$ cat config.mk
export PLATFORM = sky130hd
export DESIGN_NAME = rr_resource_arbiter
export DESIGN_NICKNAME = d
export VERILOG_FILES = /design/src/rtl/rr_resource_arbiter.sv
export SDC_FILE = /design/constraint.sdc
export NUM_CORES = 1
export LEC_CHECK = 0
export CELL_PAD_IN_SITES_DETAIL_PLACEMENT = 0
export CELL_PAD_IN_SITES_GLOBAL_PLACEMENT = 1
export CORE_MARGIN = 1
export CORE_UTILIZATION = 40
export CTS_BUF_LIST = sky130_fd_sc_hd__clkbuf_2
export CTS_CLUSTER_SIZE = 40
export DETAILED_ROUTE_END_ITERATION = 10
export GPL_ROUTABILITY_DRIVEN = 1
export GPL_TIMING_DRIVEN = 0
export PLACE_DENSITY_LB_ADDON = 0.1
export SLEW_MARGIN = 20
export SYNTH_ARGS = -nofsm -noshare
export SYNTH_HDL_FRONTEND = slang
export SYNTH_SLANG_ARGS = --single-unit
$ cat constraint.sdc
create_clock -name clock -period 4.2 [get_ports clock]
set_input_delay 0.42 -clock clock [delete_from_list [all_inputs] [get_ports clock]]
set_output_delay 0.42 -clock clock [all_outputs]
set_load 0.005 [all_outputs]
$ cat src/rtl/rr_resource_arbiter.sv
`default_nettype none
// ==== rr_resource_arbiter: round-robin single-owner grant with hold limit and settle gap ====
// ==== Revision: 1.0 ====
module rr_resource_arbiter #(
  parameter  int NREQ    = 4,
  parameter  int MAXHOLD = 16,
  parameter  int GAP     = 1,
  localparam int IDW     = $clog2(NREQ)
) (
  input  logic            clock,
  input  logic            reset,
  input  logic [NREQ-1:0] req,
  input  logic            release_i,
  output logic [NREQ-1:0] gnt,
  output logic            gnt_valid,
  output logic [IDW-1:0]  gnt_id,
  output logic            timeout,
  output logic            busy
);

  localparam int HW = $clog2(MAXHOLD);
  localparam int GW = 4;

  typedef enum logic [1:0] {
    IDLE   = 2'd0,
    OWNED  = 2'd1,
    SETTLE = 2'd2
  } state_t;

  state_t          state, state_nxt;
  logic [IDW-1:0]  ptr, ptr_nxt;
  logic [HW-1:0]   hold_cnt, hold_nxt;
  logic [GW-1:0]   gap_cnt, gap_nxt;
  logic [NREQ-1:0] gnt_nxt;
  logic [IDW-1:0]  id_nxt;
  logic            timeout_nxt;
  logic [IDW-1:0]  pick, idx;
  logic            pick_found;
  logic            early_end, hold_last;

  // Descending scan so the lowest rotation offset from ptr wins.
  always_comb begin
    pick       = '0;
    pick_found = 1'b0;
    idx        = '0;
    for (int k = NREQ - 1; k >= 0; k--) begin
      idx = IDW'((int'(ptr) + k) % NREQ);
      if (req[idx]) begin
        pick       = idx;
        pick_found = 1'b1;
      end
    end
  end

  always_comb begin
    state_nxt   = state;
    ptr_nxt     = ptr;
    hold_nxt    = hold_cnt;
    gap_nxt     = gap_cnt;
    gnt_nxt     = gnt;
    id_nxt      = gnt_id;
    timeout_nxt = 1'b0;
    early_end   = release_i || !req[gnt_id];
    hold_last   = (hold_cnt == HW'(MAXHOLD - 1));
    unique case (state)
      IDLE: begin
        if (pick_found) begin
          gnt_nxt   = NREQ'(1) << pick;
          id_nxt    = pick;
          hold_nxt  = '0;
          state_nxt = OWNED;
        end
      end
      OWNED: begin
        if (early_end || hold_last) begin
          gnt_nxt     = '0;
          id_nxt      = '0;
          ptr_nxt     = (gnt_id == IDW'(NREQ - 1)) ? '0 : gnt_id + 1'b1;
          gap_nxt     = '0;
          timeout_nxt = hold_last && !early_end;
          state_nxt   = SETTLE;
        end else begin
          hold_nxt = hold_cnt + 1'b1;
        end
      end
      SETTLE: begin
        if (gap_cnt == GW'(GAP - 1)) begin
          state_nxt = IDLE;
        end else begin
          gap_nxt = gap_cnt + 1'b1;
        end
      end
      default: begin
        state_nxt = IDLE;
        gnt_nxt   = '0;
        id_nxt    = '0;
      end
    endcase
  end

  always_ff @(posedge clock or negedge reset) begin
    if (!reset) begin
      state     <= IDLE;
      ptr       <= '0;
      hold_cnt  <= '0;
      gap_cnt   <= '0;
      gnt       <= '0;
      gnt_valid <= 1'b0;
      gnt_id    <= '0;
      timeout   <= 1'b0;
      busy      <= 1'b0;
    end else begin
      state     <= state_nxt;
      ptr       <= ptr_nxt;
      hold_cnt  <= hold_nxt;
      gap_cnt   <= gap_nxt;
      gnt       <= gnt_nxt;
      gnt_valid <= |gnt_nxt;
      gnt_id    <= id_nxt;
      timeout   <= timeout_nxt;
      busy      <= (state_nxt != IDLE);
    end
  end

  a_onehot:  assert property (@(posedge clock) disable iff (!reset) $onehot0(gnt));
  a_valid:   assert property (@(posedge clock) disable iff (!reset) gnt_valid == (|gnt));
  a_owned:   assert property (@(posedge clock) disable iff (!reset) (gnt != '0) |-> (state == OWNED));
  a_timeout: assert property (@(posedge clock) disable iff (!reset) timeout |-> ($past(state) == OWNED));

endmodule
`default_nettype wire
==> results of run 1 <==
-- critical path, stage by stage --
cell             delay, ps
clkdlybuf4s50_1        500
mux2i_1                240
o22ai_1                180
a21boi_0               620
o32ai_1                160
-- path summary, 6_finish.rpt --
| kind | slack [ps] | startpoint | depth (start not counted) | endpoint |
|---|---|---|---|---|
| max in group asynchronous | 3840 | reset | 1 | state[0] |
| worst min-delay path | 20 | reset | 1 | gap_cnt[2] |
| min in group clock | 540 | state[0] | 1 | gnt_id[1] |
| worst min register to register | 540 | state[0] | 1 | gnt_id[1] |
| worst max-delay path | 2280 | req[2] | 5 | gnt[1] |
| worst max register to register | 2350 | gnt_id[1] | 4 | gnt[1] |
-- power by group through the flow --
stage / clock network, mW / logic, mW / registers (mW)
3_5_place_dp: 0 / 0.339 / 0.328
3_3_place_gp: 0 / 0.335 / 0.326
6_report: 0.0882 / 0.335 / 0.325
2_1_floorplan: 0 / 0.210 / 0.318
5_1_grt: 0.0963 / 0.377 / 0.334
4_1_cts: 0.0908 / 0.341 / 0.326
-- logic make-up (layout without fill, tap and decap cells) --
group                      after synthesis  count (layout)  synth area share [%]
AOI/OAI and AO/OA                       26              26                 18.08
DFF                                     21              21                 46.87
adders and majority gates                4               4                 4.464
and+or+nand+nor                         42              42                 18.53
buffers and inverters                    8              27                 3.125
muxes                                    8               8                 7.366
xor gates and xnor gates                 2               2                 1.563
-- sequential cells by signal, summed over array words and instances, names as in the netlist --
register	count
gnt_valid	1
busy	1
ptr	2
gnt	4
timeout	1
gap_cnt	4
state	2
gnt_id	2
hold_cnt	4
-- layer usage --
layer | share of wire [%] | wire [um] | vias to the layer above
li1 | - | - | 441
met1 | 52 | 1188 | 420
met2 | 45 | 1024 | 11
met3 | 2.6 | 59 | 2
met4 | 0.44 | 10 | 0
met5 | 0 | 0 | -
-- cell type report --
class | instances | area (um^2) | area share (%)
repair buffers | 15 | 145.1 | 10.96
multi-input cells | 82 | 560.5 | 42.34
well taps | 30 | 37.54 | 2.836
inverters | 6 | 22.52 | 1.701
flip-flops and latches | 21 | 525.5 | 39.70
clock buffers | 4 | 20.02 | 1.512
plain buffers | 2 | 12.51 | 0.9452
-- cells in the final DEF (no fill, tap or decap), drive strengths merged --
cell           instances
o311ai                 2
o22a                   1
a21boi                 2
inv                    6
clkbuf                 4
a21o                   1
o32a                   1
buf                    3
nor4                   1
ha                     4
nor2b                  2
clkdlybuf4s50         14
o41ai                  1
or2                    1
nand2b                 7
nand4                  1
dfrtp                 21
o32ai                  2
o2bb2ai                2
mux2                   2
and2                   1
o21a                   1
mux2i                  6
nand3                  3
nor2                   8
a21oi                  4
o22ai                  2
xor2                   2
a2bb2oi                1
a211oi                 1
a211o                  1
or4b                   1
nand2                 13
a311oi                 1
o21ai                  3
and3                   2
nor3                   2
==> key figures, run 1 <==
Power
  – Power Total: 747.8 uW
  – Net Sw Frac: 38.38%
  – Clock Power Share: 11.8%
  – Flop pwr share: 43.4%
  – VDD IR-drop max: 0.3303 mV
  – PwrDens: 564.9 nW/um^2
  – Sw power: 287.0 uW
  – Static Leakage: 0.5839 nW
  – Combinational Power Share: 44.8%
  – Int Power: 460.8 uW

Setup path
  – Crit end category: flip-flop
  – CP Max Fanout: 6
  – Critical Path Source Type: input pin
  – Crit path arrival time: 2120 ps
  – Critical Path RT: 4400 ps
  – Crit Path Category: input pin to flip-flop

Outcome
  – Status: finished clean

Cells and area
  – Fraction of layout cells with a size suffix above 1: 8.462%
  – Core Util, Final: 51.56%
  – Fin area: 1324 um^2
  – Nets@finish: 142
  – Ant diodes: 0
  – Area delta synth->final: 18.08%
  – Fin cells: 160
  – Fillers: 273

Timing
  – Total negative slack: 0 ps
  – Max-slew violations: 0
  – Final hold vios: 0
  – Setup Skew: 13.89 ps
  – Setup violators final: 0
  – Fin crit share: 45.78%
  – Min Clock Period, post-route: 1923 ps
  – Slew at the pin closest to its max-slew limit: 733.6 ps
  – Fin worst setup slack: 2277 ps
  – Final Hold Slack: 19.21 ps
  – Max Fclk: 520.0 MHz
  – RSZ-0062 raised after global routing: false
  – Normalized max-slew margin: 50.65%

Placed design
  – Cell Area, Placed: 1309 um^2
  – Hpwl dp: 1609 um
  – Pre-CTS WS: 1912 ps
  – Port bufs: 15
  – Placed Cells: 156
  – RD Place Congestion: 0.6730

GRT
  – Gr busiest metal: met2
  – Total global-route track usage: 17.16%
  – Met3 GRT Util: 2.459%
  – GR Util met2: 27.71%
  – Antenna violations before repair: 0
  – Pin count of the biggest net entering global routing: 22
  – First-pass GRT wire length: 3608 um
  – Grt total ovfl: 0
  – Vias in the first global route: 820
  – Met1 global-route usage: 23.25%

Floorplan
  – Die Height: 54.94 um
  – Core area: 2567 um^2
  – Die X: 54.94 um
  – Rows: 18
  – Initial Util: 43.66%
  – Die ar.: 3018 um^2
  – I/O pin count: 16

Yosys
  – Synthesis warning total: 0
  – Distinct cells, synth: 38
  – Top_reg_cell synth: dfrtp_1
  – Most frequent cells after synthesis: dfrtp_1, nand2_1, nor2_1
  – Share of the synthesized area in the top cell type: 46.88%
  – Area leader, netlist: dfrtp_1
  – Ranking of synthesized cells by area: dfrtp_1, mux2i_1, ha_1
  – Number of enable flip-flop cells after synthesis: 0
  – Post-synthesis register bit count: 21
  – Post-synth ARST share: 100.0%
  – Synth Cell Area: 1121 um^2
  – Post-Syn Nets: 122
  – Gate Count Post-Synth: 111
  – Synthesized area per cell: 10.10 um^2
  – Seq/Total Area, Yosys: 46.88%
  – Most common cell in the netlist: dfrtp_1

Clocking
  – Longest Clk Path Bufs: 2
  – H-tree depth: 1
  – CTS Buf Count: 3
  – Post-CTS Setup Inserts: 0
  – Root buf cell: clkbuf_2
  – Cts hold-fix bufs: 0
  – Clock Pin Slew Worst Setup and Hold Paths: 210 ps
  – Worst-Skew Late Latency: 320 ps
  – TritonCTS Sinks: 21
  – TritonCTS clock tree: built
  – Post-CTS Resized: 0

Drt
  – Via count: 874
  – Drt wl/cell: 14.26 um
  – Final ANT Viol Nets: 0
  – TritonRoute pass-1 iters: 4
  – WL final: 2282 um
  – # DRC: 0
  – DR iter-0 viols: 10
  – Avg Vias per Cell: 5.463

Hold path
  – Hold Path Class: input pin to async pin

Flow run
  – Count of maximum capacitance violations: 0
Power figures use the tool's default switching activity.
==> run 2, diff against run 1 <==
clock period = 1.78 ns   (was 4.2 ns; I/O delays follow)
==> key figures, run 2 (synthesis results as in run 1) <==
Power
  – PwrDens: 1332 nW/um^2
  – Static Leakage: 0.5936 nW
  – Power Total: 1.793 mW
  – Combinational Power Share: 45.5%
  – Int Power: 1.107 mW
  – VDD IR-drop max: 0.8066 mV
  – Net Sw Frac: 38.26%
  – Flop pwr share: 42.9%
  – Clock Power Share: 11.6%
  – Sw power: 686.1 uW

Setup path
  – Buffers and inverters on the worst path: 0
  – Crit Path Category: flip-flop to flip-flop
  – CP Max Fanout: 5
  – Slowest cell on crit path: dfrtp_2
  – Worst path top cell family by delay: multiplexers
  – Crit path arrival time: 1930 ps
  – Critical Path, Cell by Cell: mux2i_2 -> o22ai_1 -> a21oi_2 -> mux2_2
  – Critical Path RT: 2020 ps
  – Delay of the slowest critical-path stage: 480 ps
  – Critical Path Source Type: flip-flop
  – Crit end category: flip-flop

Clocking
  – Longest Clk Path Bufs: 2
  – Clock Pin Slew Worst Setup and Hold Paths: 210 ps
  – H-tree depth: 1
  – CTS Buf Count: 3
  – TritonCTS clock tree: built
  – Root buf cell: clkbuf_2
  – Worst-Skew Late Latency: 320 ps
  – TritonCTS Sinks: 21

Floorplan
  – I/O pin count: 16
  – Initial Util: 43.66%
  – Die ar.: 3018 um^2
  – Rows: 18
  – Core area: 2567 um^2
  – Die Height: 54.94 um
  – Die X: 54.94 um

GRT
  – Total global-route track usage: 17.16%
  – Antenna violations before repair: 0
  – Vias in the first global route: 820
  – First-pass GRT wire length: 3608 um
  – Pin count of the biggest net entering global routing: 22
  – Grt total ovfl: 0

Timing
  – Max-slew violations: 0
  – RSZ-0062 raised after global routing: false
  – Normalized max-slew margin: 67.36%
  – Max Fclk: 593.0 MHz
  – Min Clock Period, post-route: 1686 ps
  – Total negative slack: 0 ps
  – Final hold vios: 0
  – Slew at the pin closest to its max-slew limit: 488.5 ps
  – Fin crit share: 94.74%
  – Fin worst setup slack: 93.66 ps
  – Setup violators final: 0
  – Setup Skew: 12.11 ps

Placed design
  – RD Place Congestion: 0.6730
  – Cell Area, Placed: 1309 um^2
  – Placed Cells: 156
  – Pre-CTS WS: -266.3 ps
  – Port bufs: 15
  – Hpwl dp: 1609 um

Outcome
  – Status: finished clean

Cells and area
  – Area delta synth->final: 20.09%
  – Top flop regs: gap_cnt (4), gnt (4), hold_cnt (4)
  – Fin cells: 162
  – Fin area: 1346 um^2
  – Fraction of layout cells with a size suffix above 1: 10.61%
  – Ant diodes: 0
  – Most common cell after layout, fill and taps aside: dfrtp_1
  – Most frequent cells in the layout: dfrtp_1, clkdlybuf4s50_1, nand2_1
  – Nets@finish: 144
  – Fillers: 271

Drt
  – Via count: 884
  – Avg Vias per Cell: 5.457
  – DR iter-0 viols: 11
  – WL final: 2330 um
  – TritonRoute pass-1 iters: 4
  – Final ANT Viol Nets: 0
  – # DRC: 0
  – Drt wl/cell: 14.38 um

Flow run
  – Count of maximum capacitance violations: 0

Hold path
  – Hold Path Class: input pin to async pin
## run 2: routing by layer
metal	vias to the layer above	wire length [um]	track usage (%)
met4	0	10	6.250
met2	13	1045	27.71
met1	426	1212	23.25
met5	-	0	0
li1	443	-	-
met3	2	63	2.459
## run 2: power by group through the flow
stage | Sequential [mW] | Clock [mW] | Combinational (mW)
floorplan | 0.750 | 0 | 0.496
global placement | 0.770 | 0 | 0.791
detailed placement | 0.775 | 0 | 0.800
CTS | 0.768 | 0.214 | 0.806
global route | 0.789 | 0.227 | 0.915
finish | 0.770 | 0.208 | 0.815
## run 2: per-stage QoR
stage	util [%]	hold slack, ps
6_report	52.44	317.2
5_1_grt	52.44	358.2
4_1_cts	51.75	381.2
3_5_place_dp	50.97	539.6
3_3_place_gp	50.97	526.5
2_1_floorplan	-	-117.6
## run 2: what timing repair did
action / in CTS / in global routing
setup buffers: 0 / 1
resized for setup: 1 / 2
hold endpoints to repair: 0 / 21
endpoints found under the setup margin: 5 / 5
hold buffers: 0 / 1
pin swaps: 0 / 1
## run 2: area by class of cell
class                      count  area, um^2  share of cell area (%)
buffer                         2       12.51                  0.9294
clock buffer                   4       20.02                   1.487
inverter                       6       22.52                   1.673
multi-input combinational     82       564.3                   41.91
sequential                    21       526.8                   39.13
tap                           30       37.54                   2.788
timing repair buffer          17       162.7                   12.08
## run 2: path summary, 6_finish.rpt
kind	start	to	slack, ps	cells past startpoint
min reg2reg	state[0]	gnt_id[1]	540	1
max	gnt_id[1]	ptr[1]	90	4
min	reset	gap_cnt[2]	320	2
min in group clock	state[0]	gnt_id[1]	540	1
max reg2reg	gnt_id[1]	ptr[1]	90	4
max in group asynchronous	reset	gnt_id[1]	1120	2
==> run 3, diff against run 2 <==
clock period = 1.74 ns   (was 1.78 ns; I/O delays follow)
==> key figures, run 3 (synthesis results as in run 1) <==
Outcome
  – Status: finished clean

Drt
  – Drt wl/cell: 14.63 um
  – Max Used Layer: met4
  – # DRC: 0
  – WL final: 2384 um
  – DR WL met3: 53 um
  – M1 wire length: 1242 um
  – Avg Vias per Cell: 5.515
  – Final ANT Viol Nets: 0
  – Routed length on met2: 1077 um
  – DR iter-0 viols: 5
  – TritonRoute pass-1 iters: 4
  – Via count: 899

Floorplan
  – Die Height: 54.94 um
  – Die ar.: 3018 um^2
  – Initial Util: 43.66%
  – Die X: 54.94 um
  – Core area: 2567 um^2
  – I/O pin count: 16
  – Rows: 18

Timing
  – Setup violators final: 0
  – Setup Skew: 16.84 ps
  – Min Clock Period, post-route: 1649 ps
  – Normalized max-slew margin: 67.02%
  – Max Fclk: 606.4 MHz
  – Fin crit share: 94.78%
  – Slew at the pin closest to its max-slew limit: 494.6 ps
  – Fin worst setup slack: 90.82 ps
  – Max-slew violations: 0
  – Final hold vios: 0
  – RSZ-0062 raised after global routing: false

Setup path
  – Slowest cell on crit path: or4b_1
  – Worst path top cell family by delay: simple AND/OR/NAND/NOR gates
  – Delay of the slowest critical-path stage: 510 ps
  – Crit end category: flip-flop
  – CP Max Fanout: 4
  – Buffers and inverters on the worst path: 0
  – Critical Path, Cell by Cell: or2_1 -> o22a_1 -> or4b_1 -> o311ai_1
  – Crit path arrival time: 1880 ps
  – Critical Path RT: 1970 ps
  – Critical Path Source Type: flip-flop
  – Crit Path Category: flip-flop to flip-flop

Power
  – Flop pwr share: 41.9%
  – Net Sw Frac: 38.38%
  – PwrDens: 1373 nW/um^2
  – Combinational Power Share: 46.7%
  – Clock Power Share: 11.5%
  – Static Leakage: 0.5981 nW
  – Sw power: 717.3 uW
  – Int Power: 1.151 mW
  – VDD IR-drop max: 0.7903 mV

Placed design
  – Hpwl dp: 1609 um
  – Placed Cells: 156
  – Pre-CTS WS: -302.3 ps
  – RD Place Congestion: 0.6730
  – Port bufs: 15

Cells and area
  – Top flop regs: gap_cnt (4), gnt (4), hold_cnt (4)
  – Most common cell after layout, fill and taps aside: dfrtp_1
  – Ant diodes: 0
  – Area delta synth->final: 21.43%
  – Fin cells: 163
  – Most frequent cells in the layout: dfrtp_1, clkdlybuf4s50_1, nand2_1
  – Fraction of layout cells with a size suffix above 1: 12.78%
  – Nets@finish: 145

GRT
  – Vias in the first global route: 814
  – Grt total ovfl: 0
  – Pin count of the biggest net entering global routing: 22
  – Antenna violations before repair: 0
  – First-pass GRT wire length: 3663 um
  – Total global-route track usage: 17.50%

Flow run
  – Count of maximum capacitance violations: 0

Clocking
  – CTS Buf Count: 3
  – Clock Pin Slew Worst Setup and Hold Paths: 220 ps
  – H-tree depth: 1
  – Root buf cell: clkbuf_2
  – TritonCTS Sinks: 21
  – Longest Clk Path Bufs: 2
  – TritonCTS clock tree: built
  – Worst-Skew Late Latency: 320 ps

Hold path
  – Hold Path Class: input pin to async pin
[run 3: cell type report]
cell class | count | area, um^2
Fill cell | 267 | 1206
Multi-Input combinational cell | 82 | 570.5
Sequential cell | 21 | 528.0
Timing Repair Buffer | 18 | 170.2
Tap cell | 30 | 37.54
Inverter | 6 | 22.52
Clock buffer | 4 | 20.02
Buffer | 2 | 12.51
[run 3: timing repair]
action,4_1_cts,5_1_grt
setup buffers,1,1
gates resized for setup,1,4
hold endpoints to repair,0,21
pin swaps,1,0
gates cloned,0,0
setup endpoints to repair,8,9
hold buffers,0,1
[run 3: final timing paths]
check / slack (ps) / from / cells after the start / to
hold reg to reg: 530 / state[0] / 1 / gnt_id[1]
hold / removal: 310 / reset / 2 / gap_cnt[2]
min in group clock: 530 / state[0] / 1 / gnt_id[1]
setup reg to reg: 90 / gnt_id[0] / 4 / hold_cnt[2]
setup / recovery: 90 / gnt_id[0] / 4 / hold_cnt[2]
max in group asynchronous: 1080 / reset / 2 / gnt_id[0]
[run 3: power by group through the flow]
stage	Sequential, mW	Clock (mW)	Combinational [mW]
final	0.782	0.215	0.872
after CTS	0.786	0.219	0.845
after global routing	0.802	0.237	0.972
after floorplan	0.767	0	0.507
after detailed placement	0.792	0	0.818
after global placement	0.787	0	0.809
[run 3: metrics by stage]
stage	total power, mW	hold WS, ps	cell area (um^2)	utilization (%)	setup TNS (ps)
final	1.869	309.6	1361	53.02	0
after global routing	2.010	348.3	1361	53.02	0
after CTS	1.850	377.2	1336	52.05	0
after detailed placement	1.611	539.6	1309	50.97	-2291
after global placement	1.596	526.5	1309	50.97	-1877
after floorplan	1.274	-121.6	1121	-	0
[run 3: layer usage]
metal | global-route usage [%] | up-vias
li1 | - | 447
met1 | 23.93 | 436
met2 | 28.11 | 14
met3 | 2.459 | 2
met4 | 6.250 | 0
met5 | 0 | -
